<file path="config.mk">
export PLATFORM = sky130hd
export DESIGN_NAME = ct_wrr_arb
export DESIGN_NICKNAME = d
export VERILOG_FILES = /design/src/rtl/ct_wrr_arb.sv
export SDC_FILE = /design/constraint.sdc
export NUM_CORES = 1
export LEC_CHECK = 0
export CAP_MARGIN = 20
export CORE_UTILIZATION = 29
export CTS_BUF_LIST = sky130_fd_sc_hd__clkbuf_16
export DETAILED_ROUTE_END_ITERATION = 7
export PLACE_DENSITY = 0.74
export SLEW_MARGIN = 20
export SYNTH_ARGS = -nofsm -noshare
export SYNTH_HDL_FRONTEND = slang
export SYNTH_SLANG_ARGS = --single-unit
</file>
<file path="constraint.sdc">
create_clock -name clk -period 1.4 [get_ports clk]
set_input_delay 0.21 -clock clk [delete_from_list [all_inputs] [get_ports clk]]
set_output_delay 0.21 -clock clk [all_outputs]
set_load 0.005 [all_outputs]
</file>
<file path="src/rtl/ct_wrr_arb.sv">
// Packet-aware weighted round-robin arbiter: merges RADIX ready/valid streams onto one output,
// granting whole packets and allowing up to weight[n] packets per turn.
module ct_wrr_arb #(
    parameter int unsigned RADIX = 2,
    parameter int unsigned WIDTH = 8,
    parameter int unsigned EOP   = 0,
    parameter int unsigned WBITS = 2
) (
    input  logic                   clk,
    input  logic                   reset,
    input  logic [RADIX*WIDTH-1:0] i_data,
    input  logic [RADIX-1:0]       i_valid,
    output logic [RADIX-1:0]       o_ready,
    input  logic [RADIX*WBITS-1:0] i_weights,
    output logic                   o_valid,
    output logic [WIDTH-1:0]       o_data,
    input  logic                   i_ready,
    output logic [RADIX-1:0]       o_grant
);

    localparam int unsigned RADBITS = $clog2(RADIX);

    typedef enum logic [0:0] {StArb, StPkt} state_e;

    state_e             state_q, state_d;
    logic [RADBITS-1:0] cur_q, cur_d;
    logic [WBITS-1:0]   credit_q, credit_d;

    logic               found;
    logic [RADBITS-1:0] cand;
    logic [RADBITS-1:0] win;
    logic [WBITS-1:0]   weight;
    logic               beat;

    always_ff @(posedge clk) begin
        if (!reset) begin
            state_q  <= StArb;
            cur_q    <= '0;
            credit_q <= '0;
        end else begin
            state_q  <= state_d;
            cur_q    <= cur_d;
            credit_q <= credit_d;
        end
    end

    always_comb begin
        state_d  = state_q;
        cur_d    = cur_q;
        credit_d = credit_q;
        o_valid  = 1'b0;
        o_data   = '0;
        o_ready  = '0;
        o_grant  = '0;
        found    = 1'b0;
        cand     = '0;
        win      = '0;
        weight   = '0;
        beat     = 1'b0;

        unique case (state_q)
            StArb: begin
                if (credit_q != '0 && i_valid[cur_q]) begin
                    state_d = StPkt;
                end else begin
                    // Scan starts just after the last grantee and ends on it.
                    for (int k = 1; k <= int'(RADIX); k++) begin
                        cand = RADBITS'((int'(cur_q) + k) % int'(RADIX));
                        if (!found && i_valid[cand]) begin
                            found = 1'b1;
                            win   = cand;
                        end
                    end
                    if (found) begin
                        weight   = i_weights[int'(win)*int'(WBITS) +: WBITS];
                        cur_d    = win;
                        credit_d = (weight == '0) ? WBITS'(1) : weight;
                        state_d  = StPkt;
                    end
                end
            end
            StPkt: begin
                o_valid        = i_valid[cur_q];
                o_data         = i_data[int'(cur_q)*int'(WIDTH) +: WIDTH];
                o_ready[cur_q] = i_ready;
                o_grant[cur_q] = 1'b1;
                beat           = o_valid && i_ready;
                if (beat && o_data[EOP]) begin
                    credit_d = (credit_q != '0) ? credit_q - WBITS'(1) : credit_q;
                    state_d  = StArb;
                end
            end
            default: state_d = StArb;
        endcase
    end

endmodule

</file>
==> results.yml, run 1 <==
power:
  power.density_mw_per_mm2: 968.3
  leakage_nw: 0.4905
  vdd_drop_max_mv: 0.6471
floorplanning:
  core.rowCount: 14
  io_pins: 38
  die-height_um: 42.65
  core_area_mm2: 0.001524
  die_area_mm2: 0.001819
  fp.dieW_um: 42.65
  initial_core_util: 0.3145
detailed_routing:
  routed_via_density: 4.925
  ant_nets: 0
  drt_iter0_markers: 8
  num_vias: 660
  wirelength_mm: 1.729
  dr.pass1.iters: 2
  wl_per_cell_um: 12.90
  drcViolationCount: 0
synthesis:
  async_flop_share: 0
  synth_cell_types: 31
  netlist_instances: 63
  syn_area_um2: 479.2
  synth-seq-cells: 4
  netlist_top_cells_area: "mux2i_1 (21%), dfxtp_1 (17%), nor2_1 (10%), a21oi_1 (3.1%), a311oi_2 (3.1%)"
  synth_warnings: 0
  synth-seq-area-share: 0.1671
  synth_top_area_cell: "mux2i_1"
  yosys.area.top_type_share: 0.2089
  avgSynthCellArea_um2: 7.607
  postSynthNetCount: 89
  synth_edf_count: 0
  ys_dominant_reg_cell: "dfxtp_1"
  yosys-top-cells-count: "nor2_1 (13), mux2i_1 (10), dfxtp_1 (4), nand2_1 (4)"
  synth.most_common_cell: "nor2_1"
final_layout:
  fillers: 118
  nNetsFinal: 146
  drive_gt1_frac: 0.4322
  layout.area.seq_um2: 86.33
  num_antenna_cells: 0
  area_growth_syn_to_layout_pct: 131.1
  multiInputGateArea_um2: 424.2
timing:
  tns_ns: -0.2310
  worst_pin_slew_ns: 0.3622
  fin_hold_ws_ns: 0.4778
  rsz0062_at_grt: "yes"
  min_period_over_period: 1.054
  worst_slack_ns: -0.07523
  setup_viol: 5
  fmax_mhz: 677.9
  timing.slew.headroom: 0.7585
  drv_slew: 0
  hold_viol: 0
  finClkSkew_ns: 0.00008574
  fin_crit_ns: 1.475
clock_network:
  cts_max_level: 1
  hold_buffers: 0
  root_buffer: "clkbuf_16"
  cts_sinks: 4
  cts-buffers-inserted: 3
  cts_tree: "yes"
  path_clk_slew_ns: 0.03
  ctsLongestPathBuffers: 2
  clock_latency_ns: 0.22
setup_path:
  cp-start-kind: "register"
  cpMaxStageDelayCell: "dfxtp_4"
  crit_arrival_ns: 1.64
  path_cells: "buf_12 -> mux2i_4 -> a311oi_2 -> o21ai_2 -> nor4_2 -> o21a_1"
  r2r_end: "credit_q[0]"
  cp.required_ns: 1.56
  cp_top_family: "compound AO/OA/AOI/OAI gates"
  r2r_setup_slack_ns: -0.08
  crit_fanout: 3
  path_class: "register to register"
  reg2reg_depth: 6
  slowest_delay_ns: 0.35
  worstSetupEndpointType: "register"
  reg2reg_from: "cur_q"
  cp_num_buf_inv: 1
placed_design:
  globalplace.congestion: 0.7804
  port_buffers: 37
  dp_worst_setup_slack_ns: -0.3942
  hpwlAfterDp_mm: 1.263
status:
  failed_checks: "setup timing"
  status: "finished, violations left"
global_route:
  grt_max_degree: 12
  grt_pass1_vias: 655
  antenna_found_initial: 0
  grt_pass1_wl_mm: 2.753
  gr-usage-all-layers: 0.1954
  grt_remaining_overflow: 0
hold_path:
  min_from: "credit_q[1]"
  hold_depth: 2
  min_delay_worst_endpoint: "credit_q[1]"
  hold_class: "register to register"
flow_run:
  maxCapViolCount: 0
## how the worst max path moves through the flow
stage | startpoint | endpoint | depth (start not counted)
4_1_cts | cur_q | credit_q[0] | 6
5_1_grt | cur_q | credit_q[0] | 6
6_report | cur_q | credit_q[0] | 6
3_3_place_gp | i_valid[1] | credit_q[0] | 6
3_5_place_dp | i_valid[1] | credit_q[1] | 6
2_1_floorplan | credit_q[0] | credit_q[0] | 7
## worst register-to-register path: stages, from the launching register on
cell and delay (ns):
dfxtp_4 0.35, buf_12 0.13, mux2i_4 0.18, a311oi_2 0.23
o21ai_2 0.12, nor4_2 0.25, o21a_1 0.15
## final cells by class
class | count | share of cell area
Clock buffer | 3 | 0.06780
Inverter | 4 | 0.01356
Multi-Input combinational cell | 51 | 0.3831
Sequential cell | 4 | 0.07797
Tap cell | 16 | 0.01808
Timing Repair Buffer | 56 | 0.4395
## metal layers
| layer | global-route usage | share of wire | wire length (µm) | vias up |
|---|---|---|---|---|
| li1 | - | - | - | 337 |
| met1 | 0.2539 | 0.45 | 778 | 309 |
| met2 | 0.3303 | 0.53 | 912 | 14 |
| met3 | 0.02979 | 0.022 | 38 | 0 |
| met4 | 0.05625 | 0 | 0 | 0 |
| met5 | 0 | 0 | 0 | - |
## flip-flops by register name (all words and copies together), names as in the netlist
signal / count
credit_q: 2
cur_q: 1
state_q: 1
## report_power, final
group	internal [W]	switching (W)	total (W)
combinational	0.000290	0.000195	0.000485
sequential	0.000135	0.0000161	0.000151
clock	0.000364	0.0000723	0.000437
## timing repair
action,CTS,global route
setup endpoints to repair,15,14
pin swaps,5,4
cloned,1,0
resized for setup,61,13
buffers inserted,9,0
## cells in the final DEF, fill, tap and decap left out, drive strengths merged, types with 2 or more instances in the layout
cell type	n
a21oi	3
buf	27
clkbuf	7
clkdlybuf4s50	22
dfxtp	4
dlygate4sd2	2
inv	4
mux2i	10
nand2	4
nor2	13
nor3b	2
o21ai	2
## stage by stage
stage,area [µm²],cells,util,total power [W]
floorplan,479.2,63,-,0.0003305
global placement,912.1,121,0.5985,0.0005076
detailed placement,912.1,121,0.5985,0.0005182
CTS,1097,134,0.7200,0.001057
global route,1107,134,0.7266,0.001123
finish,1107,134,0.7266,0.001072
## logic make-up (layout without fill, tap and decap cells)
| family | Yosys count | count (layout) | share of synthesized area |
|---|---|---|---|
| flops | 4 | 4 | 0.1671 |
| compound gates | 12 | 12 | 0.1932 |
| simple gates | 27 | 27 | 0.2977 |
| buf+inv | 8 | 63 | 0.08353 |
| fa+ha+maj | 1 | 1 | 0.02611 |
| mux | 11 | 11 | 0.2324 |
(Power assumes the default switching activity.)
==> inputs of run 2 (changes only) <==
Settings changed: CORE_UTILIZATION 29 to 34, PLACE_DENSITY 0.74 to 0.81, SLEW_MARGIN 20 to unset.
Clock period 1.4 ns to 1.8 ns, I/O delays scaled along.
==> run 2 against run 1 <==
Against the previous run:
- non-clock buffer count is 12 lower
- global-route usage is 3.4 points higher
- count of clock-buffer cells in the layout stayed put
- cell area is 11% lower
- clock power is 21% lower
- combinational power is 40% lower
- critical path depth is 2 lower
- the run now ends clean
==> results.yml, run 2 (same netlist as run 1, synthesis figures left out) <==
detailed_routing:
  routed_via_density: 4.983
  dr_wl_met3_um: 33
  wirelength_mm: 1.635
  dr_wl_met2_um: 872
  wl_met1_um: 729
  drcViolationCount: 0
  drt_iter0_markers: 15
  wl_per_cell_um: 13.51
  top_layer: "met3"
  dr.pass1.iters: 4
  ant_nets: 0
  num_vias: 603
final_layout:
  top_regs: "credit_q (2), cur_q (1), state_q (1)"
  final_util: 0.7558
  area_growth_syn_to_layout_pct: 105.2
  nNetsFinal: 134
  regMostFlops: "credit_q"
  layout.cells.most_common: "clkdlybuf4s50_1"
  largest_reg_flops: 2
  most-common-layout-cells: "clkdlybuf4s50_1 (34), nor2_1 (13), mux2i_1 (9)"
  drive_gt1_frac: 0.1887
  num_antenna_cells: 0
timing:
  fmax_mhz: 565.9
  drv_slew: 0
  rsz0062_at_grt: "yes"
  hold_viol: 0
  min_period_over_period: 0.9818
  finClkSkew_ns: 0.001453
  tns_ns: 0
  worst_pin_slew_ns: 0.3936
  timing.slew.headroom: 0.7339
  setup_viol: 0
  fin_crit_ns: 1.767
placed_design:
  globalplace.congestion: 0.7934
  port_buffers: 37
  hpwlAfterDp_mm: 1.229
floorplanning:
  io_pins: 38
  die-height_um: 39.54
  die_area_mm2: 0.001563
  core.rowCount: 13
  initial_core_util: 0.3683
  fp.dieW_um: 39.54
  core_area_mm2: 0.001301
global_route:
  grt_pass1_wl_mm: 2.435
  grt_pass1_vias: 537
  antenna_found_initial: 0
  grt_max_degree: 13
  grt_remaining_overflow: 0
  gr-usage-all-layers: 0.2295
setup_path:
  crit_arrival_ns: 1.50
  crit_fanout: 3
  cp.required_ns: 1.53
  path_class: "primary input to output pin"
  cp-start-kind: "primary input"
  worstSetupEndpointType: "output pin"
hold_path:
  hold_class: "register to register"
clock_network:
  cts-buffers-inserted: 3
  clock_latency_ns: 0.22
  postCtsSetupRepairBufs: 0
  ctsLongestPathBuffers: 2
  root_buffer: "clkbuf_16"
  path_clk_slew_ns: 0.03
  cts_tree: "yes"
  cts_max_level: 1
  cts_sinks: 4
power:
  power.density_mw_per_mm2: 765.3
  leakage_nw: 0.4069
  vdd_drop_max_mv: 0.3220
status:
  status: "completed"
flow_run:
  maxCapViolCount: 0
==> run 2: cell types whose count changed in the layout (fill, tap and decap cells not counted), sizes merged <==
cell / before / now
clkdlybuf4s15: 1 / 0
dlymetal6s2s: 0 / 1
buf: 27 / 7
clkbuf: 7 / 3
clkdlybuf4s50: 22 / 34
==> run 2: what timing repair did <==
action                                  in CTS  in global routing
pin swaps                                    0                  0
endpoints found under the setup margin      11                  7
hold buffers                                 0                  0
resized for setup                            6                  3
==> run 2: area by class of cell <==
type                    count  area [µm²]
well taps                  15       18.77
fillers                   109       317.8
repair buffers             44       426.7
multi-input cells          51       362.8
inverters                   4       15.01
clock buffers               3       75.07
flip-flops and latches      4       85.08
==> run 2: report_power, final <==
part	switching [W]	internal [W]
clock network	0.0000605	0.000284
logic	0.000121	0.000169
registers	0.0000142	0.000104
total	0.000196	0.000557
==> run 2: worst max-delay path, stage by stage <==
cell and delay [ns]:
clkdlybuf4s50_1 0.41, mux2i_2 0.26, nor2_1 0.08, clkdlybuf4s50_1 0.48
==> run 2: worst paths after layout <==
check	start	to	slack (ns)	cells after the start
worst min-delay path	credit_q[1]	credit_q[1]	0.50	2
worst min register to register	credit_q[1]	credit_q[1]	0.50	2
worst max-delay path	i_data[0]	o_data[0]	0.03	4
worst max register to register	credit_q[0]	credit_q[0]	0.24	7
==> run 2: metrics by stage <==
step	std cells	power, W	area (µm²)	hold WS (ns)	setup slack, ns
after floorplan	63	0.0002571	479.2	0.3878	0.4199
after global placement	118	0.0003924	895.9	0.4577	-0.01893
after detailed placement	118	0.0003993	895.9	0.4636	-0.08186
after CTS	121	0.0007541	974.7	0.5008	0.01200
after global routing	121	0.0007880	983.4	0.5129	-0.02402
final	121	0.0007526	983.4	0.5020	0.03277
==> run 2: per-layer routing <==
layer  up-vias  track usage
li1        313            -
met1       280       0.2886
met2        10       0.3893
met3         0      0.03409
met4         0      0.07759
met5         -            0
